===== src/rtl/nibble_sum_acc_pkg.sv =====
// nibble_sum_acc_pkg
// Shared definitions for the nibble sum accumulator:
//   state_t - frame FSM states (ACCUM collects results, HOLD presents the total)
//   OPND_W  - width of one adder result, {carry, sum[3:0]}
package nibble_sum_acc_pkg;

    localparam int OPND_W = 5;

    typedef enum logic {
        ACCUM = 1'b0,
        HOLD  = 1'b1
    } state_t;

endpackage


===== src/rtl/nibble_sum_accumulator_acc_add.sv =====
// acc_add
// Combinational ACC_W-bit adder: accumulator plus a zero-extended 5-bit operand.
// Ports:
//   i_acc   [ACC_W-1:0]  current accumulator value
//   i_opnd  [OPND_W-1:0] adder result {carry, sum}
//   o_sum   [ACC_W-1:0]  low ACC_W bits of the sum
//   o_carry              carry out of the ACC_W-bit add
module acc_add
    import nibble_sum_acc_pkg::*;
#(
    parameter int ACC_W = 12
) (
    input  logic [ACC_W-1:0]  i_acc,
    input  logic [OPND_W-1:0] i_opnd,
    output logic [ACC_W-1:0]  o_sum,
    output logic              o_carry
);

    logic [ACC_W:0] w_full;

    always_comb begin
        w_full = {1'b0, i_acc} + {{(ACC_W + 1 - OPND_W){1'b0}}, i_opnd};
    end

    assign o_sum   = w_full[ACC_W-1:0];
    assign o_carry = w_full[ACC_W];

endmodule


===== src/rtl/nibble_sum_accumulator.sv =====
// nibble_sum_accumulator
// Sums N_SAMPLES 5-bit adder results ({in_carry, in_sum}) per frame and
// presents the frame total on a valid/ready port, with a sticky overflow flag.
// Build option: define NIBBLE_SUM_ACC_SAT_EN to saturate the accumulator at
// 2^ACC_W-1 on overflow; otherwise it wraps modulo 2^ACC_W.
// Parameters: ACC_W (>= 5) accumulator width, N_SAMPLES (>= 1) results per frame.
// Ports:
//   clk, rst              clock (rising edge), async active-high reset
//   in_valid / in_ready   upstream handshake; in_ready depends on state only
//   in_sum[3:0], in_carry adder result
//   clear                 synchronous frame abort, beats any handshake
//   out_valid / out_ready downstream handshake for the frame total
//   out_acc[ACC_W-1:0]    registered frame total
//   out_ovf               overflow seen during this frame
module nibble_sum_accumulator
    import nibble_sum_acc_pkg::*;
#(
    parameter int ACC_W     = 12,
    parameter int N_SAMPLES = 8
) (
    input  logic             clk,
    input  logic             rst,
    input  logic             in_valid,
    output logic             in_ready,
    input  logic [3:0]       in_sum,
    input  logic             in_carry,
    input  logic             clear,
    output logic             out_valid,
    input  logic             out_ready,
    output logic [ACC_W-1:0] out_acc,
    output logic             out_ovf
);

    // One extra count value keeps N_SAMPLES=1 legal (1-bit counter).
    localparam int CNT_W = $clog2(N_SAMPLES + 1);

    state_t           r_state;
    state_t           w_state_nxt;
    logic [ACC_W-1:0] r_acc;
    logic [CNT_W-1:0] r_cnt;
    logic             r_ovf;

    logic             w_accept;
    logic             w_out_hs;
    logic             w_last;
    logic [ACC_W-1:0] w_sum;
    logic             w_carry;
    logic [ACC_W-1:0] w_acc_nxt;

    // Handshakes are decoded from the registered state, not from the port
    // outputs, so no combinational path links out_ready to in_ready.
    assign w_accept = in_valid  & (r_state == ACCUM) & ~clear;
    assign w_out_hs = out_ready & (r_state == HOLD)  & ~clear;
    assign w_last   = (r_cnt == CNT_W'(N_SAMPLES - 1));

    acc_add #(
        .ACC_W (ACC_W)
    ) u_acc_add (
        .i_acc   (r_acc),
        .i_opnd  ({in_carry, in_sum}),
        .o_sum   (w_sum),
        .o_carry (w_carry)
    );

`ifdef NIBBLE_SUM_ACC_SAT_EN
    // Once clamped at all-ones, any non-zero operand carries again and a zero
    // operand leaves it there, so the value stays pinned for the frame.
    assign w_acc_nxt = w_carry ? '1 : w_sum;
`else
    assign w_acc_nxt = w_sum;
`endif

    always_comb begin
        w_state_nxt = r_state;
        in_ready    = 1'b0;
        out_valid   = 1'b0;
        unique case (r_state)
            ACCUM: begin
                in_ready = 1'b1;
                if (w_accept && w_last) begin
                    w_state_nxt = HOLD;
                end
            end
            HOLD: begin
                out_valid = 1'b1;
                if (w_out_hs) begin
                    w_state_nxt = ACCUM;
                end
            end
            default: w_state_nxt = ACCUM;
        endcase
        if (clear) begin
            w_state_nxt = ACCUM;
        end
    end

    always_ff @(posedge clk or posedge rst) begin
        if (rst) begin
            r_state <= ACCUM;
        end else begin
            r_state <= w_state_nxt;
        end
    end

    always_ff @(posedge clk or posedge rst) begin
        if (rst) begin
            r_acc <= '0;
            r_cnt <= '0;
            r_ovf <= 1'b0;
        end else if (clear) begin
            r_acc <= '0;
            r_cnt <= '0;
            r_ovf <= 1'b0;
        end else if (w_out_hs) begin
            r_acc <= '0;
            r_ovf <= 1'b0;
        end else if (w_accept) begin
            r_acc <= w_acc_nxt;
            r_ovf <= r_ovf | w_carry;
            r_cnt <= w_last ? '0 : r_cnt + CNT_W'(1);
        end
    end

    assign out_acc = r_acc;
    assign out_ovf = r_ovf;

endmodule


===== config.mk =====
export PLATFORM = sky130hd
export DESIGN_NAME = nibble_sum_accumulator
export DESIGN_NICKNAME = d
export VERILOG_FILES = /design/src/rtl/nibble_sum_acc_pkg.sv /design/src/rtl/nibble_sum_accumulator_acc_add.sv /design/src/rtl/nibble_sum_accumulator.sv
export SDC_FILE = /design/constraint.sdc
export NUM_CORES = 1
export LEC_CHECK = 0
export ABC_AREA = 0
export CAP_MARGIN = 20
export CORE_ASPECT_RATIO = 1.5
export CORE_UTILIZATION = 49
export DETAILED_ROUTE_END_ITERATION = 7
export GPL_ROUTABILITY_DRIVEN = 1
export PLACE_DENSITY_LB_ADDON = 0.25
export RECOVER_POWER = 25
export SYNTH_ARGS = -nofsm -noshare
export SYNTH_HDL_FRONTEND = slang
export SYNTH_SLANG_ARGS = --single-unit

===== constraint.sdc =====
create_clock -name clk -period 2.7 [get_ports clk]
set_input_delay 0.405 -clock clk [delete_from_list [all_inputs] [get_ports clk]]
set_output_delay 0.405 -clock clk [all_outputs]
set_load 0.02 [all_outputs]

==> flow_summary.yaml <==
clock_tree:
  cts_resized: 0
  cts_max_path_buffers: 2
  cts_hold_buf: 0
  clk_latency_ns: 0.31
  cts_tree: "yes"
  cts_max_level: 1
  post_cts_buffers: 0
  clk_pin_slew_worst_paths_ns: 0.10
  cts_root_buffer: "clkbuf_4"
  cts_buffers: 3
  cts_num_sinks: 18
global_route:
  grt_use_total_pct: 23.8
  grt_start_max_net_pins: 19
  grt_pass1_vias: 932
  grt_overflow: 0
  antenna_found_initial: 0
  grt_first_pass_wirelength_mm: 3.86
worst_setup_path:
  cp.required_ns: 2.93
  critPathArrivalTime_ns: 2.50
  critPathTopFamily: "compound AO/OA/AOI/OAI gates"
  crit_type: "input pin to flip-flop"
  endpoint_kind: "flip-flop"
  cp-start-kind: "input pin"
  critPathSlowestCell: "fa_1"
  critPathBufInv: 1
  cp_max_fo: 6
  max_stage_delay_ns: 0.45
  crit_chain: "clkdlybuf4s50_1, ha_1, fa_1, a211oi_2, o21bai_1, a211o_1, a31oi_1"
synthesis:
  synth_simple_gate_area_share_pct: 19.0
  synth_edf_count: 0
  syn_area_um2: 1090
  yosysSeqAreaShare_pct: 41.4
  ys_ff_latch: 18
  yosysTopAreaCell: "dfrtp_1"
  synth_xor_area_share_pct: 2.41
  syn_avg_cell_area_um2: 9.99
  synth_compound_area_share_pct: 24.0
  synthTopCellsByArea: "dfrtp_1 (41%), ha_1 (6.9%), nand2_1 (4.1%), a22o_1 (3.2%), a31oi_1 (2.9%)"
  synth.top_cell.area_share_pct: 41.4
  syn_inst: 109
  synth_nets: 126
  ys_types: 38
  ys.flop_type: "dfrtp_1"
  synth_top_family_by_area: "compound AO/OA/AOI/OAI gates"
  yosysWarnings: 0
  synth.area.mux_share_pct: 1.84
  synth_fa_ha_area_share_pct: 8.74
  async_reset_ff_share_pct: 100
place:
  port_buffers: 24
  place_congestion: 0.768
  dp_hpwl_mm: 1.81
  place_inst: 152
sta:
  setup_viol: 0
  tns_ns: 0
  rsz0062_at_grt: "no"
  finClkSkew_ns: 0.00366
  slew_viol_final: 0
  tightest_slew_ns: 0.713
  hold_viol: 0
  slew_headroom_pct: 52.4
  fmax_mhz: 441
  period_share_pct: 84.0
  min_period_ns: 2.27
final_layout:
  num-nets-final: 152
  fin_cells: 155
  mostFrequentLayoutCell: "clkdlybuf4s50_1"
  final_layout_size_suffix_gt1_share_pct: 8.27
  area_growth_pct: 25.7
  final_cell_mix: "clkdlybuf4s50_1 (23), dfrtp_1 (18), nand2_1 (12), nor2_1 (7)"
  n_antenna_cell: 0
  fill_cells: 175
die:
  ios: 25
  die_h_um: 59.7
  num_rows: 20
  initial_utilization_pct: 53.0
  die_area_um2: 2420
  coreArea_um2: 2050
  dieWidth_um: 40.5
drt:
  wl_per_cell_um: 15.9
  vias: 957
  ant_nets: 0
  drtIter0Drc: 15
  wl_mm: 2.46
  drc: 0
  drtPass1Iterations: 4
  vias_per_cell: 6.17
power_and_ir_drop:
  power.leakage_nw: 0.618
  power_frac_comb_pct: 27.4
  pwr-share-seq_pct: 49.2
  power_density_nw_per_um2: 439
  switching_share_pct: 31.2
  ir_drop_mv: 0.308
  net-switching-power_uw: 188
  power.share.clock_pct: 23.4
  p_int_uw: 414
worst_hold_path:
  hp-class: "flip-flop to flip-flop"
flow_run:
  drv_cap: 0
status:
  outcome: "finished clean"
-- routing by layer --
metal	GRT usage [%]	up-vias	wire, um
li1	-	459	-
met2	41.7	31	1320
met5	0	-	0
met3	5.20	5	121
met4	11.9	0	47
met1	25.1	462	965
-- path summary, 6_finish.rpt --
| path | slack [ns] | start | depth (start not counted) | to |
|---|---|---|---|---|
| setup / recovery | 0.43 | in_sum[0] | 7 | out_acc[8]$_DFFE_PP0P_ |
| max in group asynchronous | 1.60 | rst | 2 | out_acc[5]$_DFFE_PP0P_ |
| hold / removal | 0.51 | out_ovf$_DFFE_PP0P_ | 1 | out_ovf$_DFFE_PP0P_ |
| min in group asynchronous | 0.64 | rst | 2 | r_cnt[1]$_DFFE_PP0P_ |
| setup reg to reg | 0.55 | out_acc[0]$_DFFE_PP0P_ | 6 | out_acc[8]$_DFFE_PP0P_ |
| hold reg to reg | 0.51 | out_ovf$_DFFE_PP0P_ | 1 | out_ovf$_DFFE_PP0P_ |
-- worst reg2reg max path, stage by stage (launching register included) --
cell and delay (ns):
dfrtp_1 0.42, ha_1 0.23, fa_1 0.45, a211oi_2 0.30, o21bai_1 0.21, a211o_1 0.33, a31oi_1 0.15
-- area by class of cell --
| cell class | instances | area, um2 | area share, % |
|---|---|---|---|
| Multi-Input combinational cell | 84 | 609 | 44.5 |
| Sequential cell | 18 | 450 | 32.9 |
| Timing Repair Buffer | 25 | 248 | 18.1 |
| Tap cell | 22 | 27.5 | 2.01 |
| Clock buffer | 3 | 22.5 | 1.65 |
| Inverter | 3 | 11.3 | 0.823 |
-- power by group through the flow --
stage	clock [mW]	sequential, mW	combinational [mW]
floorplan	0	0.312	0.0966
global placement	0	0.301	0.162
detailed placement	0	0.301	0.166
CTS	0.141	0.296	0.167
global route	0.154	0.298	0.182
finish	0.141	0.296	0.165
-- per-stage QoR --
step / power [mW] / setup slack [ns] / hold slack (ns) / util (%) / area (um2)
after floorplan: 0.409 / 0.616 / 0.344 / - / 1090
after global placement: 0.462 / 0.196 / 0.508 / 65.6 / 1350
after detailed placement: 0.468 / 0.103 / 0.493 / 65.6 / 1350
after CTS: 0.604 / 0.422 / 0.516 / 66.7 / 1370
after global routing: 0.634 / 0.300 / 0.532 / 66.7 / 1370
final: 0.601 / 0.431 / 0.513 / 66.7 / 1370
-- cell usage after synthesis, drive strengths merged, types with 3 or more instances --
library cell	n
a21oi	6
a22o	4
a31oi	5
and3	5
dfrtp	18
ha	6
inv	3
nand2	12
nand3	4
nor2	7
o21ai	5
-- flip-flops by register name (all words and copies together), names as in the netlist --
register  count
out_acc      12
out_ovf       1
r_cnt         4
r_state       1
-- kinds of logic (layout without fill, tap and decap cells) --
| family | count (synthesis) | in the layout |
|---|---|---|
| and+or+nand+nor | 39 | 39 |
| muxes | 2 | 2 |
| DFF | 18 | 18 |
| AOI/OAI and AO/OA | 33 | 33 |
| buffers and inverters | 7 | 31 |
| adders and majority gates | 7 | 7 |
| xor gates and xnor gates | 3 | 3 |
(Power assumes the default switching activity.)
